`config.mk`:
```
export PLATFORM = sky130hd
export DESIGN_NAME = draw_cmd_queue
export DESIGN_NICKNAME = d
export VERILOG_FILES = /design/src/rtl/draw_cmd_queue_pkg.sv /design/src/rtl/draw_cmd_queue_fifo.sv /design/src/rtl/draw_cmd_queue.sv
export SDC_FILE = /design/constraint.sdc
export NUM_CORES = 1
export LEC_CHECK = 0
export ABC_AREA = 1
export BUFFER_PORTS_ARGS = -buffer_cell sky130_fd_sc_hd__buf_2
export CAP_MARGIN = 10
export CORE_AREA = 4 4 350 352
export DETAILED_ROUTE_END_ITERATION = 8
export DIE_AREA = 0 0 354 356
export SETUP_SLACK_MARGIN = 0.2
export SLEW_MARGIN = 10
export SYNTH_ARGS = -nofsm -noshare
export SYNTH_HDL_FRONTEND = slang
export SYNTH_HIERARCHICAL = 1
export SYNTH_SLANG_ARGS = --single-unit
export TNS_END_PERCENT = 5
```
`constraint.sdc`:
```
create_clock -name Clk -period 9.45 [get_ports Clk]
set_input_delay 1.4175 -clock Clk [delete_from_list [all_inputs] [get_ports Clk]]
set_output_delay 1.4175 -clock Clk [all_outputs]
set_load 0.05 [all_outputs]
```
`src/rtl/draw_cmd_queue_pkg.sv`:
```
// Shared types for the draw command queue: command encoding, FIFO entry layout,
// register addresses and the replay FSM states.
package draw_cmd_pkg;

  typedef enum logic [1:0] {
    CMD_DRAW      = 2'd0,
    CMD_CLEAR     = 2'd1,
    CMD_FRAME_END = 2'd2,
    CMD_FLUSH     = 2'd3
  } cmd_type_t;

  typedef struct packed {
    cmd_type_t   cmd_type;
    logic [31:0] img_id;
    logic [9:0]  x;
    logic [9:0]  y;
  } cmd_entry_t;

  localparam logic [1:0] ADDR_ID_STAGE = 2'd0;
  localparam logic [1:0] ADDR_XY_STAGE = 2'd1;
  localparam logic [1:0] ADDR_CMD      = 2'd2;
  localparam logic [1:0] ADDR_STATUS   = 2'd3;

  typedef enum logic [1:0] {
    IDLE       = 2'd0,
    ISSUE      = 2'd1,
    RELEASE    = 2'd2,
    WAIT_FRAME = 2'd3
  } fsm_state_t;

endpackage

```
`src/rtl/draw_cmd_queue_fifo.sv`:
```
// Register-based synchronous FIFO of command entries. The head entry is always
// presented on dout; a pop advances to the next entry on the following cycle.
module cmd_fifo
  import draw_cmd_pkg::*;
#(
  parameter int DEPTH = 16,
  parameter int CNT_W = $clog2(DEPTH) + 1
) (
  input  logic             Clk,
  input  logic             Reset,
  input  logic             push,
  input  cmd_entry_t       din,
  input  logic             pop,
  input  logic             flush,
  output logic             full,
  output logic             empty,
  output logic [CNT_W-1:0] count,
  output cmd_entry_t       dout
);

  localparam int PTR_W = $clog2(DEPTH);

  cmd_entry_t       mem [DEPTH];
  logic [PTR_W-1:0] wr_ptr;
  logic [PTR_W-1:0] rd_ptr;
  logic             do_push;
  logic             do_pop;

  // A push while full is dropped even if a pop happens in the same cycle.
  assign full    = (count == CNT_W'(DEPTH));
  assign empty   = (count == '0);
  assign do_push = push && !full && !flush;
  assign do_pop  = pop && !empty && !flush;
  assign dout    = mem[rd_ptr];

  always_ff @(posedge Clk) begin
    if (Reset || flush) begin
      wr_ptr <= '0;
      rd_ptr <= '0;
      count  <= '0;
    end else begin
      if (do_push) wr_ptr <= wr_ptr + 1'b1;
      if (do_pop)  rd_ptr <= rd_ptr + 1'b1;
      case ({do_push, do_pop})
        2'b10:   count <= count + 1'b1;
        2'b01:   count <= count - 1'b1;
        default: count <= count;
      endcase
    end
  end

  always_ff @(posedge Clk) begin
    if (do_push) mem[wr_ptr] <= din;
  end

endmodule

```
`src/rtl/draw_cmd_queue.sv`:
```
// Avalon-MM command queue that replays buffered draw/clear/frame-end commands
// to the accelerator's start/done handshake.
//   state      | meaning
//   IDLE       | pop the next command when the FIFO holds one
//   ISSUE      | start asserted, outputs held, waiting for done
//   RELEASE    | start dropped, waiting for done to return low
//   WAIT_FRAME | frame-end parked until the next frame_clk rise
module draw_cmd_queue
  import draw_cmd_pkg::*;
#(
  parameter int DEPTH = 16,
  parameter int CNT_W = $clog2(DEPTH) + 1
) (
  input  logic        Clk,
  input  logic        Reset,
  input  logic        avl_chipselect,
  input  logic [1:0]  avl_address,
  input  logic        avl_read,
  input  logic        avl_write,
  input  logic [31:0] avl_writedata,
  output logic [31:0] avl_readdata,
  output logic [31:0] img_id,
  output logic [9:0]  imgX,
  output logic [9:0]  imgY,
  output logic        draw_start,
  output logic        clear_start,
  input  logic        done,
  input  logic        frame_clk,
  output logic        busy,
  output logic        irq
);

  fsm_state_t       state, state_nxt;
  logic [31:0]      id_stage;
  logic [9:0]       x_stage, y_stage;
  logic             irq_en, overflow, frame_clk_q;
  logic [7:0]       frames_done;
  logic             wr_sel, cmd_wr, stat_wr;
  logic             fifo_push, fifo_pop, fifo_flush, fifo_full, fifo_empty;
  logic [CNT_W-1:0] fifo_count;
  logic             frame_rise, frame_tick;
  cmd_type_t        cmd_code;
  cmd_entry_t       push_entry, fifo_head;
  logic [31:0]      img_id_nxt;
  logic [9:0]       imgX_nxt, imgY_nxt;
  logic             draw_nxt, clear_nxt;
  logic [31:0]      rd_mux;

  assign wr_sel     = avl_chipselect && avl_write;
  assign cmd_wr     = wr_sel && (avl_address == ADDR_CMD);
  assign stat_wr    = wr_sel && (avl_address == ADDR_STATUS);
  assign cmd_code   = cmd_type_t'(avl_writedata[1:0]);
  assign fifo_push  = cmd_wr && (cmd_code != CMD_FLUSH);
  assign fifo_flush = cmd_wr && (cmd_code == CMD_FLUSH);
  assign frame_rise = frame_clk && !frame_clk_q;
  assign busy       = !fifo_empty || (state != IDLE);
  assign irq        = irq_en && (frames_done != 8'd0);

  always_comb begin
    push_entry          = '0;
    push_entry.cmd_type = cmd_code;
    push_entry.img_id   = id_stage;
    push_entry.x        = x_stage;
    push_entry.y        = y_stage;
  end

  cmd_fifo #(.DEPTH(DEPTH), .CNT_W(CNT_W)) u_fifo (
    .Clk   (Clk),
    .Reset (Reset),
    .push  (fifo_push),
    .din   (push_entry),
    .pop   (fifo_pop),
    .flush (fifo_flush),
    .full  (fifo_full),
    .empty (fifo_empty),
    .count (fifo_count),
    .dout  (fifo_head)
  );

  always_ff @(posedge Clk) begin
    if (Reset) begin
      id_stage <= '0;
      x_stage  <= '0;
      y_stage  <= '0;
      irq_en   <= 1'b0;
    end else if (wr_sel) begin
      case (avl_address)
        ADDR_ID_STAGE: id_stage <= avl_writedata;
        ADDR_XY_STAGE: begin
          x_stage <= avl_writedata[9:0];
          y_stage <= avl_writedata[25:16];
        end
        ADDR_CMD:      irq_en <= avl_writedata[31];
        default:       ;
      endcase
    end
  end

  always_ff @(posedge Clk) begin
    if (Reset) begin
      overflow    <= 1'b0;
      frames_done <= 8'd0;
      frame_clk_q <= 1'b0;
    end else begin
      frame_clk_q <= frame_clk;
      if (stat_wr) begin
        overflow    <= 1'b0;
        frames_done <= 8'd0;
      end else begin
        if (fifo_push && fifo_full) overflow <= 1'b1;
        if (frame_tick && (frames_done != 8'hFF)) frames_done <= frames_done + 8'd1;
      end
    end
  end

  always_comb begin
    state_nxt  = state;
    fifo_pop   = 1'b0;
    frame_tick = 1'b0;
    img_id_nxt = img_id;
    imgX_nxt   = imgX;
    imgY_nxt   = imgY;
    draw_nxt   = draw_start;
    clear_nxt  = clear_start;
    case (state)
      IDLE: begin
        if (!fifo_empty) begin
          fifo_pop   = 1'b1;
          img_id_nxt = fifo_head.img_id;
          imgX_nxt   = fifo_head.x;
          imgY_nxt   = fifo_head.y;
          case (fifo_head.cmd_type)
            CMD_DRAW: begin
              draw_nxt  = 1'b1;
              state_nxt = ISSUE;
            end
            CMD_CLEAR: begin
              clear_nxt = 1'b1;
              state_nxt = ISSUE;
            end
            CMD_FRAME_END: state_nxt = WAIT_FRAME;
            default:       state_nxt = IDLE;
          endcase
        end
      end
      ISSUE: begin
        if (done) begin
          draw_nxt  = 1'b0;
          clear_nxt = 1'b0;
          state_nxt = RELEASE;
        end
      end
      RELEASE: begin
        if (!done) state_nxt = IDLE;
      end
      WAIT_FRAME: begin
        if (frame_rise) begin
          frame_tick = 1'b1;
          state_nxt  = IDLE;
        end
      end
      default: state_nxt = IDLE;
    endcase
  end

  always_ff @(posedge Clk) begin
    if (Reset) begin
      state       <= IDLE;
      img_id      <= '0;
      imgX        <= '0;
      imgY        <= '0;
      draw_start  <= 1'b0;
      clear_start <= 1'b0;
    end else begin
      state       <= state_nxt;
      img_id      <= img_id_nxt;
      imgX        <= imgX_nxt;
      imgY        <= imgY_nxt;
      draw_start  <= draw_nxt;
      clear_start <= clear_nxt;
    end
  end

  always_comb begin
    rd_mux = '0;
    case (avl_address)
      ADDR_ID_STAGE: rd_mux = id_stage;
      ADDR_XY_STAGE: rd_mux = {6'd0, y_stage, 6'd0, x_stage};
      ADDR_STATUS: begin
        rd_mux[CNT_W-1:0] = fifo_count;
        rd_mux[16]        = fifo_empty;
        rd_mux[17]        = fifo_full;
        rd_mux[18]        = overflow;
        rd_mux[19]        = busy;
        rd_mux[31:24]     = frames_done;
      end
      default: rd_mux = '0;
    endcase
  end

  always_ff @(posedge Clk) begin
    if (Reset) avl_readdata <= '0;
    else if (avl_chipselect && avl_read) avl_readdata <= rd_mux;
  end

endmodule

```
==> impl_metrics.json <==
{
  "hold_end": "overflow",
  "cts_sinks": 1032,
  "drc_errors": 0,
  "grt_pass1_wl_um": 159000,
  "row_count": 127,
  "yosys_register_bits": 1032,
  "min_delay_path_depth": 2,
  "wirelength_um": 108000,
  "gp_congestion": 0.786,
  "cts_max_level": 3,
  "fmax_ghz": 0.240,
  "grt-busiest-layer": "met2",
  "met3_usage_pct": 3.79,
  "ys_seq_area_share_pct": 70.6,
  "firstDrtPassIters": 5,
  "cpPeakStageDelay_ns": 0.81,
  "synth_ff_type": "edfxtp_1",
  "io_pins": 129,
  "worstRegToRegCells": 8,
  "yosysUniqueCellTypes": 33,
  "finalCritPeriodShare_pct": 44.0,
  "crit_chain": "buf_2, nand2_1, inv_1, nand3_1, a21oi_1, inv_1, nor2_1, nand2_2, inv_1, nand2_1, nor2_4, buf_4",
  "fin_nets": 3335,
  "crit_top_cell": "inv_1",
  "finalPower_mw": 11.4,
  "final_cell_mix": "edfxtp_1 (864), o21ai_0 (339), inv_1 (280)",
  "cp.required_ns": 9.74,
  "hold_violations": 0,
  "worstReg2RegEnd": "img_id[19]",
  "irDropWorstVdd_mv": 0.170,
  "seqCellArea_sq_um": 29300,
  "p_leak_nw": 15.8,
  "die_area_sq_um": 126000,
  "crit_fanout": 31,
  "area_delta_synth_final_pct": 12.4,
  "clockRootBuffer": "clkbuf_16",
  "die_w_um": 354,
  "syn_avg_cell_area_sq_um": 12.9,
  "met1_usage_pct": 23.5,
  "synth_area_sq_um": 41500,
  "layout_commonest_cell": "edfxtp_1",
  "vias": 25300,
  "drt_first_iter_violations": 2286,
  "cts.clk_slew.worst_paths_ns": 0.06,
  "combPwrFrac_pct": 19.3,
  "slew_violations": 0,
  "max-slew-margin-rel_pct": 15.6,
  "min_from": "overflow",
  "grt_use_met2_pct": 26.2,
  "critical_path_class": "in2reg",
  "cp.buffers_inverters": 5,
  "setup_tns_ns": 0,
  "cts_setup_buffers": 0,
  "status": "complete, no violations",
  "r2r_slack_ns": 5.82,
  "critical-path-top-delay-family": "simple AND/OR/NAND/NOR gates",
  "routedWlPerCell_um": 21.7,
  "async_flop_share_pct": 0,
  "synth_edf_count": 864,
  "stdcell_count": 4985,
  "cts_resized": 0,
  "pre_cts_ws_ns": 4.63,
  "p_sw_mw": 3.39,
  "vias_per_cell": 5.07,
  "intPower_mw": 8.03,
  "cp_slowest_cell": "nor2_4",
  "initial_utilization_pct": 34.8,
  "syn-num-nets": 3265,
  "antenna_found_initial": 6,
  "grt_start_max_net_pins": 194,
  "cts_buffer_depth": 3,
  "clkLatencyLatePin_ns": 0.68,
  "sw_frac_of_total_pct": 29.7,
  "fin_worst_skew_ns": 0.0352,
  "drive_above_1_share_pct": 11.2,
  "post-route-min-period_ns": 4.16,
  "seqPwrFrac_pct": 44.9,
  "hp-class": "reg2reg",
  "cts_tree": "done",
  "power.density_nw_per_um2": 245,
  "grt-ovfl-total": 0,
  "fillers": 11200,
  "hpwlAfterDp_um": 59300,
  "arrival_ns": 4.45,
  "portBuffers": 128,
  "numCtsBuffers": 100,
  "startpoint_type": "input port",
  "max_slew.worst_pin.slew_ns": 1.25,
  "maxCapViolCount": 0,
  "end_kind": "register",
  "grt_pass1_vias": 24100,
  "yosysWarningCount": 6,
  "syn_inst": 3214,
  "grtUsageTotal_pct": 16.7,
  "die_y_um": 356,
  "rsz0062_at_grt": "no",
  "place_inst": 4794,
  "fin_ws_ns": 5.29,
  "antenna_left": 0,
  "coreArea_sq_um": 119000,
  "multiInputGateArea_sq_um": 9870,
  "pwr-share-clk_pct": 35.7,
  "setup_viol": 0,
  "cts.hold.buffers_added": 0
}
[synth_stat cells (3+ instances only)]
cell type / number / area share, %
edfxtp_1: 864 / 63
o21ai_0: 339 / 4.1
inv_1: 280 / 2.5
a21oi_1: 263 / 3.2
nor2_1: 260 / 2.4
mux2i_1: 216 / 5.2
o211ai_1: 209 / 3.8
nand2_1: 199 / 1.8
dfxtp_1: 168 / 8.1
nand3_1: 100 / 1.2
clkbuf_1: 90 / 0.81
o21ai_1: 46 / 0.55
buf_6: 36 / 0.98
buf_2: 35 / 0.42
buf_8: 13 / 0.47
inv_2: 13 / 0.12
buf_1: 11 / 0.099
o211ai_2: 11 / 0.33
ha_1: 10 / 0.30
buf_12: 8 / 0.39
xor2_1: 8 / 0.17
a31oi_1: 7 / 0.11
nand4_1: 6 / 0.090
nand2_2: 5 / 0.075
nor2_4: 4 / 0.11
o22ai_1: 4 / 0.060
buf_4: 3 / 0.054
[per-stage QoR]
stage,utilization [%],area (sq um),hold WS [ns]
finish,39.1,46700,0.461
floorplan,-,41500,0.430
detailed placement,36.3,43300,0.451
CTS,39.1,46700,0.461
global route,39.1,46700,0.488
global placement,36.3,43300,0.440
[cell families after synthesis]
family	after synthesis	synth area share (%)
compound gates	881	12.1
xor+xnor	8	0.169
fa+ha+maj	10	0.301
buf+inv	490	5.89
flops	1032	70.6
mux	216	5.21
simple gates	577	5.68
[worst max path at each step]
stage                         from                end  slack [ns]  cells after the start
global placement    avl_chipselect  u_fifo/mem[4][31]        4.54                     12
floorplan           avl_chipselect  u_fifo/mem[11][0]        4.33                     10
global route        avl_chipselect  u_fifo/mem[4][49]        5.03                     12
finish              avl_chipselect  u_fifo/mem[4][49]        5.29                     12
CTS                 avl_chipselect  u_fifo/mem[4][15]        5.34                     12
detailed placement  avl_chipselect  u_fifo/mem[5][13]        4.63                     12
[metal layers]
| metal | share of wire (%) | vias to the layer above |
|---|---|---|
| li1 | - | 11800 |
| met2 | 46 | 831 |
| met5 | 0 | - |
| met1 | 44 | 12500 |
| met3 | 8.2 | 128 |
| met4 | 1.9 | 0 |
[power groups by stage]
stage                     Combinational, mW  Sequential, mW  Clock [mW]
after floorplan                        1.59            5.37           0
after global placement                 2.21            5.23           0
after detailed placement               2.23            5.23           0
after CTS                              2.24            5.13        4.16
after global routing                   2.44            5.15        4.35
final                                  2.21            5.13        4.08
[area by class of cell]
cell class	instances	share of cell area [%]
clock inverters	65	1.39
flip-flops and latches	1032	62.8
diodes	2	0.0107
inverters	293	2.39
multi-input cells	1692	21.2
well taps	1612	4.32
clock buffers	124	5.87
repair buffers	165	2.02
[sequential cells by signal, summed over array words and instances (netlist names), named ones only]
name           flops
y_stage           10
id_stage          32
avl_readdata      32
imgX              10
clear_start        1
overflow           1
u_fifo/count       5
u_fifo/wr_ptr      4
draw_start         1
img_id            32
imgY              10
u_fifo/mem       864
frame_clk_q        1
x_stage           10
irq_en             1
frames_done        8
u_fifo/rd_ptr      4
state              2
[worst min-delay path, delay by kind of cell, from the launching register on]
family	cells	cell delay (ns)
AO/OA/AOI/OAI	1	0.06
buffers and inverters	1	0.06
flip-flops	1	0.30
Note: power is estimated with default switching activity, not from simulation.
